===== src/rtl/mem_port_arbiter_pkg.sv =====
// Shared definitions for the unified memory port arbiter: FSM states, requester
// identities and the round-robin pick used when both requesters contend.
package mem_port_arbiter_pkg;

    typedef enum logic [1:0] {
        ST_IDLE   = 2'd0,
        ST_ACCESS = 2'd1,
        ST_DONE   = 2'd2
    } arb_state_t;

    typedef enum logic {
        OWN_IF = 1'b0,
        OWN_D  = 1'b1
    } owner_t;

    localparam int WAIT_CNT_W = 8;

    // Contention goes to whoever did not win last; a lone requester always wins.
    function automatic owner_t pick_owner(input logic if_req, input logic d_req,
                                          input owner_t last_gnt);
        if (if_req && d_req)
            return (last_gnt == OWN_IF) ? OWN_D : OWN_IF;
        else if (d_req)
            return OWN_D;
        else
            return OWN_IF;
    endfunction

endpackage


===== src/rtl/mem_port_arbiter_timer.sv =====
// Wait-state timer: counts mem_ready-low cycles of the current access and flags
// when the tolerated budget has been used up. Saturates instead of wrapping.
module mem_wait_timer #(
    parameter int MAX_WAIT = 15
) (
    input  logic clock,
    input  logic reset,
    input  logic i_clr,
    input  logic i_en,
    output logic o_expired
);
    import mem_port_arbiter_pkg::*;

    localparam logic [WAIT_CNT_W-1:0] LIMIT = WAIT_CNT_W'(MAX_WAIT);

    logic [WAIT_CNT_W-1:0] r_cnt;

    always_ff @(posedge clock) begin
        if (reset)
            r_cnt <= '0;
        else if (i_clr)
            r_cnt <= '0;
        else if (i_en && (r_cnt != '1))
            r_cnt <= r_cnt + 1'b1;
    end

    assign o_expired = (r_cnt == LIMIT);

endmodule


===== src/rtl/mem_port_arbiter.sv =====
// Round-robin arbiter sharing one memory port between instruction fetch and the
// data path; one access in flight, wait-state handshake, timeout with bus error.
module mem_port_arbiter #(
    parameter int ADDR_W   = 64,
    parameter int DATA_W   = 64,
    parameter int MAX_WAIT = 15
) (
    input  logic              clock,
    input  logic              reset,
    input  logic              if_req,
    input  logic [ADDR_W-1:0] if_addr,
    output logic [DATA_W-1:0] if_rdata,
    output logic              if_valid,
    input  logic              d_req,
    input  logic              d_write,
    input  logic [ADDR_W-1:0] d_addr,
    input  logic [DATA_W-1:0] d_wdata,
    output logic [DATA_W-1:0] d_rdata,
    output logic              d_valid,
    output logic              mem_req,
    output logic              mem_write,
    output logic [ADDR_W-1:0] mem_addr,
    output logic [DATA_W-1:0] mem_wdata,
    input  logic [DATA_W-1:0] mem_rdata,
    input  logic              mem_ready,
    output logic              bus_err
);
    import mem_port_arbiter_pkg::*;

    arb_state_t        r_state;
    owner_t            r_last;
    owner_t            r_owner;
    logic              r_mem_req;
    logic              r_mem_write;
    logic [ADDR_W-1:0] r_mem_addr;
    logic [DATA_W-1:0] r_mem_wdata;
    logic [DATA_W-1:0] r_if_rdata;
    logic [DATA_W-1:0] r_d_rdata;
    logic              r_if_valid;
    logic              r_d_valid;
    logic              r_bus_err;

    logic   w_grant;
    logic   w_wait_en;
    logic   w_expired;
    logic   w_finish;
    owner_t w_pick;

    assign w_grant   = (r_state == ST_IDLE) && (if_req || d_req);
    assign w_pick    = pick_owner(if_req, d_req, r_last);
    assign w_wait_en = (r_state == ST_ACCESS) && !mem_ready;
    assign w_finish  = mem_ready || w_expired;

    mem_wait_timer #(
        .MAX_WAIT (MAX_WAIT)
    ) u_wait_timer (
        .clock     (clock),
        .reset     (reset),
        .i_clr     (w_grant),
        .i_en      (w_wait_en),
        .o_expired (w_expired)
    );

    always_ff @(posedge clock) begin
        if (reset) begin
            r_state     <= ST_IDLE;
            r_last      <= OWN_IF;
            r_owner     <= OWN_IF;
            r_mem_req   <= 1'b0;
            r_mem_write <= 1'b0;
            r_mem_addr  <= '0;
            r_mem_wdata <= '0;
            r_if_rdata  <= '0;
            r_d_rdata   <= '0;
            r_if_valid  <= 1'b0;
            r_d_valid   <= 1'b0;
            r_bus_err   <= 1'b0;
        end else begin
            r_if_valid <= 1'b0;
            r_d_valid  <= 1'b0;
            r_bus_err  <= 1'b0;
            unique case (r_state)
                ST_IDLE: begin
                    if (w_grant) begin
                        r_owner     <= w_pick;
                        r_last      <= w_pick;
                        r_mem_req   <= 1'b1;
                        r_mem_write <= (w_pick == OWN_D) && d_write;
                        r_mem_addr  <= (w_pick == OWN_D) ? d_addr : if_addr;
                        r_mem_wdata <= (w_pick == OWN_D) ? d_wdata : '0;
                        r_state     <= ST_ACCESS;
                    end
                end
                ST_ACCESS: begin
                    // Ready wins over an expiring budget in the same cycle.
                    if (w_finish) begin
                        r_mem_req   <= 1'b0;
                        r_mem_write <= 1'b0;
                        r_bus_err   <= !mem_ready;
                        r_state     <= ST_DONE;
                        if (r_owner == OWN_IF) begin
                            r_if_valid <= 1'b1;
                            r_if_rdata <= mem_ready ? mem_rdata : '0;
                        end else begin
                            r_d_valid <= 1'b1;
                            if (!r_mem_write)
                                r_d_rdata <= mem_ready ? mem_rdata : '0;
                        end
                    end
                end
                ST_DONE: begin
                    r_state <= ST_IDLE;
                end
                default: begin
                    r_state <= ST_IDLE;
                end
            endcase
        end
    end

    assign if_rdata  = r_if_rdata;
    assign if_valid  = r_if_valid;
    assign d_rdata   = r_d_rdata;
    assign d_valid   = r_d_valid;
    assign mem_req   = r_mem_req;
    assign mem_write = r_mem_write;
    assign mem_addr  = r_mem_addr;
    assign mem_wdata = r_mem_wdata;
    assign bus_err   = r_bus_err;

endmodule


===== config.mk =====
export PLATFORM = sky130hd
export DESIGN_NAME = mem_port_arbiter
export DESIGN_NICKNAME = d
export VERILOG_FILES = /design/src/rtl/mem_port_arbiter_pkg.sv /design/src/rtl/mem_port_arbiter_timer.sv /design/src/rtl/mem_port_arbiter.sv
export SDC_FILE = /design/constraint.sdc
export NUM_CORES = 1
export LEC_CHECK = 0
export CAP_MARGIN = 40
export CORE_AREA = 2 2 205 207
export CTS_CLUSTER_SIZE = 12
export DETAILED_ROUTE_END_ITERATION = 6
export DIE_AREA = 0 0 207 209
export PLACE_DENSITY_LB_ADDON = 0.08
export SYNTH_ARGS = -nofsm -noshare
export SYNTH_HDL_FRONTEND = slang
export SYNTH_SLANG_ARGS = --single-unit

===== constraint.sdc =====
create_clock -name clock -period 1.68 [get_ports clock]
set_input_delay 0.252 -clock clock [delete_from_list [all_inputs] [get_ports clock]]
set_output_delay 0.252 -clock clock [all_outputs]
set_load 0.05 [all_outputs]

==> impl_metrics.ini <==
[global_routing]
grt_usage = 0.183
grt_pass1_wl_um = 62100
first_global_vias = 10216
grt_max_degree = 107
antenna_found_initial = 2
globalRouteOverflowTotal = 0

[sta]
report.final.slew_viol_count = 0
finalHoldViolations = 0
setup_viol = 0
grt_setup_unrepaired = true
relSlewSlack = 0.641
max_freq_mhz = 615
final.min_clock_period_ps = 1630
tightest_slew_ps = 539
timing.hold.ws_ps = 62.5
clock-skew-final_ps = 20.7
fin_crit_sh = 0.968

[finish]
nFillCells = 4178
num-nets-final = 1877
syn2layout_area_growth_pct = 66.7
layout-drive-gt1-share = 0.248
finalCoreUtilization = 0.414
final_area_mm2 = 0.0171

[routing]
vias = 10168
routed_wl_um = 41300
final_antenna_net_count = 0
drtIter0Drc = 599
vias_per_cell = 4.67
drc_errors = 0
first_pass_iters = 5
wire_per_inst_um = 19.0

[synth]
synth.most_common_cell = dfxtp_1
ys_types = 44
syn-instance-count = 1092
yosysWarnings = 0
ys.flop_type = dfxtp_1
syn_nets = 1355
yosys-top-cells-count = 272 x dfxtp_1, 131 x a21oi_1, 130 x nand3_1, 73 x nor2_1, 71 x o21ai_0
netlist_area_mm2 = 0.0103
synthTopCellsByArea = dfxtp_1 53%, a21oi_1 6.4%, nand3_1 6.3%
synth_area_leader_cell = dfxtp_1
synth_seq_cells = 272
seq_area_frac_synth = 0.531
synth_edf_count = 0
syn_avg_cell_area_um2 = 9.40
async_flop_share = 0
yosys.area.top_type_share = 0.531

[clock_network]
clk_path_buf_depth = 3
cts_tree = done
clk_pin_slew_worst_paths_ps = 60
root_buffer = clkbuf_16
clk_latency_ps = 540
cts_max_level = 2
numCtsBuffers = 35
cts.sinks = 272

[die]
core_mm2 = 0.0413
die_y_um = 209
start_util = 0.249
ios = 523
die-area_mm2 = 0.0433
rows = 75
dieWidth_um = 207

[setup_path]
rrSetupSlack_ps = 50
required_ps = 2080
end_kind = flip-flop
cp-start-kind = flip-flop
path_max_fanout = 45
crit_type = reg -> reg
arrival_ps = 2030

[pwr]
vdd_drop_max_uv = 645
power_density_mw_per_mm2 = 1100
p_leak_nw = 6.93

[placement]
io_buffer_count = 522
routabilityCongestion = 0.765
place_hpwl_um = 29700
placed_area_mm2 = 0.0159

[status]
status = complete, no violations

[min_path]
min_path_type = in -> reg

[run]
max_cap_viol_count = 0
-- power breakdown --
group,total (W),internal (W),switching (W)
Combinational,0.00423,0.00166,0.00257
Clock,0.00760,0.00472,0.00288
Sequential,0.00705,0.00684,0.000208
Total,0.0189,0.0132,0.00566
-- metal layers --
metal  routed length [um]  vias up  GRT usage
met5                    0        -          0
met2                19700      365      0.303
met1                17300     4717      0.224
met3                 3360       52     0.0651
li1                     -     5034          -
met4                  994        0     0.0532
-- registers in the layout (all words and copies together) (netlist names) --
register	cells
bus_err	1
if_rdata	64
r_owner	1
u_wait_timer.r_cnt	8
d_valid	1
mem_addr	64
mem_req	1
mem_write	1
mem_wdata	64
if_valid	1
d_rdata	64
r_state	2
-- worst paths after layout --
kind,cells after the start,end,startpoint
max,6,if_rdata[15],r_state[1]
min,3,if_rdata[8],mem_ready
max reg2reg,6,if_rdata[15],r_state[1]
min reg2reg,2,if_rdata[30],if_rdata[30]
-- cell type report --
cell class	count	area (um2)	area share
well taps	539	674	0.0394
inverters	1	3.75	0.000219
clock buffers	55	1080	0.0633
multi-input cells	703	4300	0.251
repair buffers	601	5510	0.322
diodes	2	5.00	0.000293
clock inverters	6	83.8	0.00490
flip-flops and latches	272	5450	0.318
-- layout by cell type (no fill, tap or decap), types with 38 or more instances in the layout --
| cell type | count |
|---|---|
| mux2i_1 | 64 |
| a22o_1 | 64 |
| nor2_1 | 73 |
| o21ai_0 | 58 |
| a211oi_1 | 66 |
| a21oi_1 | 130 |
| buf_4 | 310 |
| nand3_1 | 130 |
| clkbuf_16 | 38 |
| clkdlybuf4s50_1 | 259 |
| dfxtp_1 | 272 |
| o21ai_1 | 73 |
-- logic make-up after synthesis --
logic type,synth area share
AO/OA/AOI/OAI,0.238
XOR/XNOR,0.00256
adder cells (fa/ha/maj),0.00122
buffers and inverters,0.0555
flip-flops,0.531
multiplexers,0.0624
AND/OR/NAND/NOR,0.110
-- critical path: stages (launching register included) --
cell,delay (ps)
dfxtp_1,320
nand2b_1,160
buf_4,180
or2_2,320
buf_12,190
o21ai_0,210
a21oi_1,90
-- what timing repair did --
item,CTS,global route
setup buffers,0,0
resized for setup,0,20
hold buffers,1,0
setup endpoints to repair,0,65
hold endpoints to repair,3,0
-- per-stage QoR --
step | setup slack, ps | TNS, ps | total power [W] | instances
5_1_grt | -42.2 | -677 | 0.0197 | 2179
6_report | 53.6 | 0 | 0.0189 | 2179
3_3_place_gp | -186 | -13750 | 0.0114 | 2114
2_1_floorplan | 48.8 | 0 | 0.00953 | 1092
4_1_cts | 29.7 | 0 | 0.0192 | 2176
3_5_place_dp | -190 | -17500 | 0.0114 | 2114
No activity file was read; power rests on OpenSTA's default activity.
